`config.mk`:
```
export PLATFORM = sky130hd
export DESIGN_NAME = maze_game_ctrl_flat
export DESIGN_NICKNAME = d
export VERILOG_FILES = /design/src/rtl/maze_pkg.sv /design/src/rtl/maze_game_ctrl_if.sv /design/src/rtl/maze_move_check.sv /design/src/rtl/maze_game_ctrl.sv /design/src/flat_wrapper.sv
export SDC_FILE = /design/constraint.sdc
export NUM_CORES = 1
export LEC_CHECK = 0
export ABC_CLOCK_PERIOD_IN_PS = 10300
export CAP_MARGIN = 20
export CORE_AREA = 2 2 155 157
export CTS_BUF_LIST = sky130_fd_sc_hd__clkbuf_16
export CTS_CLUSTER_SIZE = 10
export DETAILED_ROUTE_END_ITERATION = 8
export DIE_AREA = 0 0 157 159
export PLACE_DENSITY = 0.69
export SYNTH_ARGS = -nofsm -noshare
export SYNTH_HDL_FRONTEND = slang
export SYNTH_SLANG_ARGS = --single-unit
```
`constraint.sdc`:
```
create_clock -name clk -period 10.3 [get_ports clk]
set_input_delay 1.545 -clock clk [delete_from_list [all_inputs] [get_ports clk]]
set_output_delay 1.545 -clock clk [all_outputs]
set_load 0.005 [all_outputs]
```
`src/rtl/maze_pkg.sv`:
```
// Shared maze definitions: display mode encodings, controller states, map geometry.
// Also used by the renderer. Optional step counter is gated by MAZE_STEP_CNT_EN in the controller files.
package maze_pkg;

  localparam logic [1:0] MODE_MAP     = 2'b00;
  localparam logic [1:0] MODE_WELCOME = 2'b01;
  localparam logic [1:0] MODE_WIN     = 2'b10;

  localparam int unsigned MAZE_NUM_MAX = 19;
  localparam int unsigned MAP_BITS     = MAZE_NUM_MAX * MAZE_NUM_MAX;
  localparam int unsigned IDX_BITS     = 9;
  localparam int unsigned NUM_W        = 5;
  localparam int unsigned STEP_W       = 10;

  typedef enum logic [2:0] {
    ST_WELCOME,
    ST_PLAY,
    ST_IDX,
    ST_TEST,
    ST_COMMIT,
    ST_WIN
  } state_t;

  function automatic logic [NUM_W-1:0] clamp_num(input logic [NUM_W-1:0] v,
                                                 input int unsigned lo,
                                                 input int unsigned hi);
    if (32'(v) < lo) return NUM_W'(lo);
    if (32'(v) > hi) return NUM_W'(hi);
    return v;
  endfunction

endpackage

```
`src/rtl/maze_game_ctrl_if.sv`:
```
// Keypad/renderer-facing bundle of the maze game controller.
// step_cnt exists only when MAZE_STEP_CNT_EN is defined.
interface maze_game_ctrl_if #(
  parameter int unsigned IDX_W = 9
);
  import maze_pkg::*;

  logic                  start;
  logic                  key_up;
  logic                  key_down;
  logic                  key_left;
  logic                  key_right;
  logic                  frame_start;
  logic [NUM_W-1:0]      num;
  logic [MAP_BITS-1:0]   map;
  logic [1:0]            mode;
  logic [IDX_W-1:0]      cur_x;
  logic [IDX_W-1:0]      cur_y;
  logic                  busy;
  logic                  bump;
`ifdef MAZE_STEP_CNT_EN
  logic [STEP_W-1:0]     step_cnt;

  modport master (output start, key_up, key_down, key_left, key_right, frame_start, num, map,
                  input  mode, cur_x, cur_y, busy, bump, step_cnt);
  modport slave  (input  start, key_up, key_down, key_left, key_right, frame_start, num, map,
                  output mode, cur_x, cur_y, busy, bump, step_cnt);
`else
  modport master (output start, key_up, key_down, key_left, key_right, frame_start, num, map,
                  input  mode, cur_x, cur_y, busy, bump);
  modport slave  (input  start, key_up, key_down, key_left, key_right, frame_start, num, map,
                  output mode, cur_x, cur_y, busy, bump);
`endif
endinterface

```
`src/rtl/maze_move_check.sv`:
```
// Move validation: key priority encode, border range check, map index register, wall lookup.
// bump is the registered reject pulse (range reject or wall hit).
module maze_move_check import maze_pkg::*; #(
  parameter int unsigned IDX_W = 9
) (
  input  logic                clk,
  input  logic                rst,
  input  logic                key_en,
  input  logic                key_up,
  input  logic                key_down,
  input  logic                key_left,
  input  logic                key_right,
  input  logic                idx_en,
  input  logic                test_en,
  input  logic [IDX_W-1:0]    cur_x,
  input  logic [IDX_W-1:0]    cur_y,
  input  logic [NUM_W-1:0]    n_l,
  input  logic [MAP_BITS-1:0] map,
  output logic                accept,
  output logic                wall,
  output logic [IDX_W-1:0]    tx,
  output logic [IDX_W-1:0]    ty,
  output logic                bump
);

  logic                hit;
  logic                in_range;
  logic [IDX_W-1:0]    nx;
  logic [IDX_W-1:0]    ny;
  logic [IDX_W-1:0]    lim;
  logic [IDX_BITS-1:0] idx;

  always_comb begin
    hit = key_up | key_down | key_left | key_right;
    nx  = cur_x;
    ny  = cur_y;
    if (key_up)         ny = cur_y - IDX_W'(1);
    else if (key_down)  ny = cur_y + IDX_W'(1);
    else if (key_left)  nx = cur_x - IDX_W'(1);
    else if (key_right) nx = cur_x + IDX_W'(1);
  end

  // A decrement from 0 wraps to all-ones, which the upper bound rejects.
  assign lim      = IDX_W'(n_l) - IDX_W'(1);
  assign in_range = (nx != '0) && (ny != '0) && (nx < lim) && (ny < lim);
  assign accept   = key_en & hit & in_range;
  assign wall     = (32'(idx) < MAP_BITS) ? map[idx] : 1'b1;

  always_ff @(posedge clk or posedge rst) begin
    if (rst) begin
      tx   <= '0;
      ty   <= '0;
      idx  <= '0;
      bump <= 1'b0;
    end else begin
      bump <= (key_en & hit & ~in_range) | (test_en & wall);
      if (key_en && hit) begin
        tx <= nx;
        ty <= ny;
      end
      if (idx_en) idx <= IDX_BITS'(tx) * IDX_BITS'(n_l) + IDX_BITS'(ty);
    end
  end

endmodule

```
`src/rtl/maze_game_ctrl.sv`:
```
// Maze game controller: display mode, player position, wall-checked moves committed at frame start.
// Define MAZE_STEP_CNT_EN to add the saturating committed-move counter step_cnt.
module maze_game_ctrl import maze_pkg::*; #(
  parameter int unsigned IDX_W     = 9,
  parameter int unsigned NUM_MIN   = 5,
  parameter int unsigned NUM_MAX   = 19,
  parameter int unsigned START_IDX = 1
) (
  input  logic             clk,
  input  logic             rst,
  maze_game_ctrl_if.slave  bus
);

  state_t           state;
  state_t           state_nx;
  logic [1:0]       mode_d;
  logic [NUM_W-1:0] n_l;
  logic [IDX_W-1:0] tx;
  logic [IDX_W-1:0] ty;
  logic             accept;
  logic             wall;
  logic             key_en;
  logic             test_en;
  logic             commit;
  logic             win_hit;

  assign key_en  = (state == ST_PLAY) && !bus.start;
  assign test_en = (state == ST_TEST) && !bus.start;
  assign commit  = (state == ST_COMMIT) && bus.frame_start && !bus.start;
  assign win_hit = (tx == IDX_W'(n_l) - IDX_W'(2)) && (ty == IDX_W'(n_l) - IDX_W'(2));

  maze_move_check #(.IDX_W(IDX_W)) u_check (
    .clk       (clk),
    .rst       (rst),
    .key_en    (key_en),
    .key_up    (bus.key_up),
    .key_down  (bus.key_down),
    .key_left  (bus.key_left),
    .key_right (bus.key_right),
    .idx_en    (state == ST_IDX),
    .test_en   (test_en),
    .cur_x     (bus.cur_x),
    .cur_y     (bus.cur_y),
    .n_l       (n_l),
    .map       (bus.map),
    .accept    (accept),
    .wall      (wall),
    .tx        (tx),
    .ty        (ty),
    .bump      (bus.bump)
  );

  always_ff @(posedge clk or posedge rst) begin
    if (rst) begin
      state    <= ST_WELCOME;
      bus.mode <= MODE_WELCOME;
    end else begin
      state    <= state_nx;
      bus.mode <= mode_d;
    end
  end

  // start restarts the game from any state and outranks keys and frame_start.
  always_comb begin
    state_nx = state;
    if (bus.start) begin
      state_nx = ST_PLAY;
    end else begin
      case (state)
        ST_PLAY:   if (accept) state_nx = ST_IDX;
        ST_IDX:    state_nx = ST_TEST;
        ST_TEST:   state_nx = wall ? ST_PLAY : ST_COMMIT;
        ST_COMMIT: if (bus.frame_start) state_nx = win_hit ? ST_WIN : ST_PLAY;
        default:   state_nx = state;
      endcase
    end
  end

  // mode is decoded from the next state so the registered output tracks state exactly.
  always_comb begin
    mode_d = MODE_MAP;
    case (state_nx)
      ST_WELCOME: mode_d = MODE_WELCOME;
      ST_WIN:     mode_d = MODE_WIN;
      default:    mode_d = MODE_MAP;
    endcase
    bus.busy = (state == ST_IDX) || (state == ST_TEST) || (state == ST_COMMIT);
  end

  always_ff @(posedge clk or posedge rst) begin
    if (rst) begin
      bus.cur_x <= IDX_W'(START_IDX);
      bus.cur_y <= IDX_W'(START_IDX);
      n_l       <= '0;
    end else if (bus.start) begin
      bus.cur_x <= IDX_W'(START_IDX);
      bus.cur_y <= IDX_W'(START_IDX);
      n_l       <= clamp_num(bus.num, NUM_MIN, NUM_MAX);
    end else if (commit) begin
      bus.cur_x <= tx;
      bus.cur_y <= ty;
    end
  end

`ifdef MAZE_STEP_CNT_EN
  always_ff @(posedge clk or posedge rst) begin
    if (rst)                            bus.step_cnt <= '0;
    else if (bus.start)                 bus.step_cnt <= '0;
    else if (commit && bus.step_cnt != '1) bus.step_cnt <= bus.step_cnt + STEP_W'(1);
  end
`endif

endmodule
```
`src/flat_wrapper.sv`:
```
// flat-port wrapper written by rule: the top's interface ports become plain ports
module maze_game_ctrl_flat import maze_pkg::*;
#(
  parameter int unsigned IDX_W     = 9,
  parameter int unsigned NUM_MIN   = 5,
  parameter int unsigned NUM_MAX   = 19,
  parameter int unsigned START_IDX = 1
)
  (clk, rst, bus_start, bus_key_up, bus_key_down, bus_key_left, bus_key_right, bus_frame_start, bus_num, bus_map, bus_mode, bus_cur_x, bus_cur_y, bus_busy, bus_bump);
  maze_game_ctrl_if #(.IDX_W(IDX_W)) bus_i ();
  input  logic clk;
  input  logic rst;
  input wire logic [$bits(bus_i.start)-1:0] bus_start;
  input wire logic [$bits(bus_i.key_up)-1:0] bus_key_up;
  input wire logic [$bits(bus_i.key_down)-1:0] bus_key_down;
  input wire logic [$bits(bus_i.key_left)-1:0] bus_key_left;
  input wire logic [$bits(bus_i.key_right)-1:0] bus_key_right;
  input wire logic [$bits(bus_i.frame_start)-1:0] bus_frame_start;
  input wire logic [$bits(bus_i.num)-1:0] bus_num;
  input wire logic [$bits(bus_i.map)-1:0] bus_map;
  output wire logic [$bits(bus_i.mode)-1:0] bus_mode;
  output wire logic [$bits(bus_i.cur_x)-1:0] bus_cur_x;
  output wire logic [$bits(bus_i.cur_y)-1:0] bus_cur_y;
  output wire logic [$bits(bus_i.busy)-1:0] bus_busy;
  output wire logic [$bits(bus_i.bump)-1:0] bus_bump;
  assign bus_i.start = bus_start;
  assign bus_i.key_up = bus_key_up;
  assign bus_i.key_down = bus_key_down;
  assign bus_i.key_left = bus_key_left;
  assign bus_i.key_right = bus_key_right;
  assign bus_i.frame_start = bus_frame_start;
  assign bus_i.num = bus_num;
  assign bus_i.map = bus_map;
  assign bus_mode = bus_i.mode;
  assign bus_cur_x = bus_i.cur_x;
  assign bus_cur_y = bus_i.cur_y;
  assign bus_busy = bus_i.busy;
  assign bus_bump = bus_i.bump;
  maze_game_ctrl #(.IDX_W(IDX_W), .NUM_MIN(NUM_MIN), .NUM_MAX(NUM_MAX), .START_IDX(START_IDX)) u_core (.clk(clk), .rst(rst), .bus(bus_i));
endmodule
```
---- Word level (Yosys, flattened, before mapping) ----
Index checks and enable logic that the tools add are counted.
storage, ports and cells
  output and inout bits ................... 22
  register bits ........................... 56
  input port bits ......................... 374
operators by class
  bitwise logic cells ..................... 9
  multipliers ............................. 1
  reductions and logical operators ........ 16
  equality and inequality tests ........... 7
  mux-type cells .......................... 29
  add/subtract/negate cells ............... 7
  magnitude comparators ................... 6
operators by type and width
  kind                 count
  $mux 9               10
  $mux 5               4
  $add 9x1->9 const B  2
  $eq 9x9->1           2
  $lt 9x9->1           2
  $reduce_bool 9->1    2
  $sub 9x1->9 const B  2
  $mux 3               5
  $pmux 3 s4           1
  $lt 9x10->1 const B  1
  $add 9x9->9          1
  $bmux 1 s9           1
  $logic_and 1x1->1    9
  $lt 9x9->1 const B   1
  $mul 9x5->9          1
  $mux 1               7
  $eq 3x2->1 const B   2
  $eq 3x3->1 const B   2
  $sub 5x1->6 const B  1
  $sub 5x2->6 const B  1
  $gt 5x5->1 const B   1
  $lt 5x3->1 const B   1
  $and 1x1->1          4
  $or 1x1->1           4
  7 further kinds      8

---- Logic depth before layout (Yosys ltp) ----
  depth in word-level cells ............... 15
  gate-level depth with buffers ........... 16
  mapped depth without buffers ............ 16

---- Cells and area by module ----
From an unflattened synthesis, not the netlist that was laid out.
second synthesis, totals
  cell total of the unflattened synthesis .. 724
  area total of the unflattened synthesis .. 7602.3 sq um
modules (own cells, without submodules)
  module           instances  area each (sq um)  cells an instance
  maze_move_check  1          6223.5             595
  maze_game_ctrl   1          1378.8             129

---- Least setup slack after synthesis ----
No wires, ideal clock.
  path kind ............................... input to register
  from .................................... input bus_key_left
  to ...................................... register u_core.bus.mode[1]
  library setup time ...................... 0.120 ns
  path slack .............................. 5.794 ns
  data arrival time ....................... 4.386 ns
  required time ........................... 10.180 ns
  stages .................................. 14
  path through ............................ clkbuf_1 nand3b_1 or3_1 a21oi_1 xor2_1 ha_1 a21o_1 a21o_1 a21oi_1 o311ai_0 a221oi_1 o311a_1 o211ai_1 and4_1
between the ends
  cells in the longest elaborated chain, start to end .. 13
  elaborated cells between the ends (all ways) .. 18
  classes of those cells .................. order compare: 1; eq/ne: 1; mux: 7; bitwise: 4; reduce/logical: 5
ends and longest elaborated chain
  what                                                                RTL line                 text
  start: declaration                                                  flat_wrapper.sv:16       input wire logic [$bits(bus_i.key_left)-1:0] bus_key_left;
  $mux 9 *                                                            maze_move_check.sv:39    else if (key_left) nx = cur_x - IDX_W'(1);
  $mux 9 *                                                            maze_move_check.sv:38    else if (key_down) ny = cur_y + IDX_W'(1);
  $mux 9 *                                                            maze_move_check.sv:37    if (key_up) ny = cur_y - IDX_W'(1);
  net u_core.u_check.nx[6]                                            maze_move_check.sv:28    logic [IDX_W-1:0] nx;
  parallel branches: the longest is 2 deep, another holds $lt 9x9->1  -
  $logic_and 1x1->1 * (2 in series)                                   maze_move_check.sv:45    assign in_range = (nx != '0) && (ny != '0) && (nx < lim) && (ny < lim);
  $and 1x1->1 *                                                       maze_move_check.sv:46    assign accept = key_en & hit & in_range;
  $mux 3 *                                                            maze_game_ctrl.sv:70     ST_PLAY: if (accept) state_nx = ST_IDX;
  $pmux 3 s4 *                                                        maze_game_ctrl.sv:69     case (state)
  $mux 3 *                                                            maze_game_ctrl.sv:66     if (bus.start) begin
  $eq 3x3->1 or $logic_not 3->1 (tied branches)                       maze_game_ctrl.sv:82     case (state_nx)
  $pmux 2 s2 *                                                        maze_game_ctrl.sv:82
  net u_core.mode_d[1]                                                maze_game_ctrl.sv:16     logic [1:0] mode_d;
  end signal: assignment                                              maze_game_ctrl.sv:59     bus.mode <= mode_d;
  end: declaration                                                    maze_game_ctrl_if.sv:32  output mode, cur_x, cur_y, busy, bump);
Mark *: on every way through the listed nets, which the timed path passes.
A chain may end at the register's enable or synchronous reset.

---- Final worst setup path ----
  from .................................... input bus_key_up
  to ...................................... register u_core.bus.mode[1]
between the ends
  cells in the longest elaborated chain, start to end .. 11
  elaborated cells between the ends (all ways) .. 20
  classes of those cells .................. order compare: 2; eq/ne: 1; mux: 6; bitwise: 5; reduce/logical: 6
ends and longest elaborated chain
  what                                                                RTL line               text
  start: declaration                                                  flat_wrapper.sv:14     input wire logic [$bits(bus_i.key_up)-1:0] bus_key_up;
  $mux 9 *                                                            maze_move_check.sv:37
  net u_core.u_check.ny[7]                                            maze_move_check.sv:29  logic [IDX_W-1:0] ny;
  parallel branches: the longest is 3 deep, another holds $lt 9x9->1  -
  $logic_and 1x1->1 *                                                 maze_move_check.sv:45
  $and 1x1->1 *                                                       maze_move_check.sv:46
  $mux 3 *                                                            maze_game_ctrl.sv:70
  $pmux 3 s4 *                                                        maze_game_ctrl.sv:69
  $mux 3 *                                                            maze_game_ctrl.sv:66
  $eq 3x3->1 or $logic_not 3->1 (tied branches)                       maze_game_ctrl.sv:82
  $pmux 2 s2 *                                                        maze_game_ctrl.sv:82
  net u_core.mode_d[1]                                                maze_game_ctrl.sv:16
Marked as above.

==> run summary <==
Hold-fix buffers, CTS: 0
Max Cap Violations: 0
Hold Crit Class: flip-flop to flip-flop
R2R cell count: 8
Post-DRT Antenna Nets: 0
register area share after synthesis: 18.4%
sequential power share: 19.7%
Sw Share: 44.8%
synthesized net count: 1218
Lkg Pwr: 4.56 nW
H-tree depth: 2
Net Switching: 0.927 mW
num ports: 396
Vias: 7917
PnR worst setup slack: 5.29 ns
Setup violations, final: 0
#FFs+latches synth: 56
clock group share of total power: 8.7%
Top delay family on crit path: compound AO/OA/AOI/OAI gates
hold depth: 2
ys async rst share: 100%
Comb pwr share: 71.6%
fill count: 2142
Tmin final: 5.01 ns
final hold vios: 0
die area: 25000 um2
Warnings, synthesis: 0
Worst Path Max Fanout: 14
Max-slew headroom: 27.7%
top cell type's share of synthesized area: 21.8%
1st-iter DRT viols: 592
CTS clock-pin slew for the worst setup and hold paths: 0.08 ns
Yosys top cell by area: mux4_2
share of the clock period used by the worst path: 48.7%
P&R area growth vs syn: 56.1%
Die Y: 159 um
Mapped Area: 7650 um2
critical hold path startpoint: u_core.u_check.idx[8]
Post-Syn Area per Cell: 9.74 um2
IO Port Bufs: 395
first-pass GRT wire length: 50300 um
cells after synthesis: 786
Placer Congestion: 0.952
DRT Wirelength: 34700 um
worst vdd ir: 0.135 mV
Post-CTS Resized: 0
Least-Margin Pin Slew: 1.08 ns
synth top area cells: mux4_2 22%, dfrtp_1 17%, ha_1 6.0%, fa_1 5.5%, nand2_1 4.7%
count leader, synth: nand2_1
run status: completed
Worst setup SP type: input pin
TritonCTS clock tree: yes
DR vias/cell: 5.42
Routed WL per cell: 23.8 um
Starting Density: 33.0%
GRT overflow: 0
TNS Setup: 0 ns
Top FF cell, synth: dfrtp_1
core area: 23200 um2
Max Slew Vio Count: 0
initial antenna violation count: 4
dpl ws: 4.95 ns
largest net degree at the start of global routing: 81
Die W: 157 um
DRC: 0
CTS root buf: clkbuf_16
fraction of layout cells with a size suffix above 1: 10.4%
worst reg-to-reg setup slack: 5.95 ns
RSZ-0062 raised after global routing: no
dpl hpwl: 29200 um
Clock Sink Count: 56
FMAX: 200 MHz
drt pass-1 iters: 5
CTS Buf Count: 5
RR Startpoint: u_core.u_check.idx[0]
vias in the first global route: 8152
PD cells: 173 nW/um2
CP Data Required Time: 10.50 ns
WHS Endpoint: u_core.u_check.idx[8]
critical path class: input pin to flip-flop
RR Endpoint: u_core.bus.mode[1]
cell-internal power: 1.14 mW
Cell Chain, Critical Path: clkdlybuf4s50_1 -> or4b_2 -> o32ai_1 -> xor2_1 -> ha_1 -> a211o_1 -> a21oi_1 -> o311ai_0 -> a221oi_1 -> o311a_1 -> o21ai_0 -> and4_1
CP endpoint kind: flip-flop
Worst Path Arrival: 5.22 ns
number of flops mapped to enable cells by yosys: 0
Worst-Skew Late Latency: 0.31 ns
Max clock buf depth: 2
post-CTS setup buffers: 0
CP Buf/Inv Count: 1
nets@finish: 1568
commonest cells in the netlist: 96 x nand2_1, 74 x mux4_2, 53 x dfrtp_1
Tot GR Track Use: 27.1%
critical path's largest stage delay: 0.70 ns
Worst path slowest cell: clkdlybuf4s50_1
row cnt: 56
post-synth cell types: 71
clock skew: 0.0107 ns
## stage by stage
stage	power [mW]	std cells	hold WS (ns)	area (um2)	utilization [%]
after global placement	1.89	1448	0.519	11800	50.8
after detailed placement	1.91	1448	0.524	11800	50.8
after floorplan	1.45	786	0.473	7650	-
final	2.07	1460	0.535	11900	51.5
after CTS	2.09	1456	0.545	11900	51.5
after global routing	2.24	1459	0.621	11900	51.5
## layout make-up
class / instances / area [um2] / area share [%]
well taps: 319 / 399 / 3.34
diodes: 4 / 10.0 / 0.0838
inverters: 45 / 169 / 1.41
clock inverters: 3 / 22.5 / 0.189
clock buffers: 5 / 125 / 1.05
multi-input cells: 624 / 5780 / 48.4
flip-flops and latches: 56 / 1410 / 11.8
repair buffers: 404 / 4020 / 33.7
## layout by cell type, fill, tap and decap left out, types with 27 or more instances in the layout
cell and instances:
o21ai_0 27, nor2_1 47, nand2_1 96, inv_1 42, dfrtp_1 51, a22oi_1 28, clkdlybuf4s50_1 395, ha_1 37
mux4_2 74, a21oi_1 49
## state kept, by name (all words and copies together), names as in the netlist
register             count
u_core.bus.cur_y         9
u_core.u_check.idx       9
u_core.state             3
u_core.bus.mode          2
u_core.u_check.bump      1
u_core.u_check.ty        9
u_core.bus.cur_x         9
u_core.u_check.tx        9
u_core.n_l               5
## per-layer routing
layer,vias to the layer above,wire [um],GRT usage (%)
met2,334,16500,44.8
li1,3669,-,-
met3,53,3360,8.98
met5,-,0,0
met4,0,1140,9.51
met1,3861,13700,33.0
## kinds of logic (layout without fill, tap and decap cells)
family	count (synthesis)	after routing	synth area share (%)
compound gates	166	166	14.4
xor+xnor	36	36	4.12
fa+ha+maj	58	58	11.5
buf+inv	106	457	6.05
flops	56	56	18.4
mux	114	114	29.3
other cells	0	4	0
simple gates	250	250	16.3
## worst reg2reg max path, cell delays in order (launching register included)
cell      delay (ns)
dfrtp_4         0.88
buf_4           0.84
mux4_2          0.68
a22oi_1         0.39
a21oi_1         0.13
o311a_1         0.37
a211oi_2        0.49
o211ai_1        0.24
and4_1          0.24
## power by group through the flow
| stage | sequential, mW | clock [mW] | combinational, mW |
|---|---|---|---|
| after floorplan | 0.303 | 0 | 1.15 |
| after global placement | 0.412 | 0 | 1.48 |
| after detailed placement | 0.413 | 0 | 1.50 |
| after CTS | 0.408 | 0.183 | 1.50 |
| after global routing | 0.425 | 0.191 | 1.63 |
| final | 0.408 | 0.179 | 1.48 |
## worst max path at each step
| stage | startpoint | to | slack [ns] | depth (start not counted) |
|---|---|---|---|---|
| 4_1_cts | bus_key_up | u_core.bus.mode[1] | 5.27 | 12 |
| 3_3_place_gp | bus_key_up | u_core.bus.mode[1] | 5.03 | 12 |
| 2_1_floorplan | bus_key_left | u_core.bus.mode[1] | 5.79 | 14 |
| 3_5_place_dp | bus_key_up | u_core.bus.mode[1] | 4.95 | 12 |
| 5_1_grt | bus_key_up | u_core.bus.mode[0] | 4.86 | 12 |
| 6_report | bus_key_up | u_core.bus.mode[1] | 5.29 | 12 |
No activity file was read; power rests on OpenSTA's default activity.
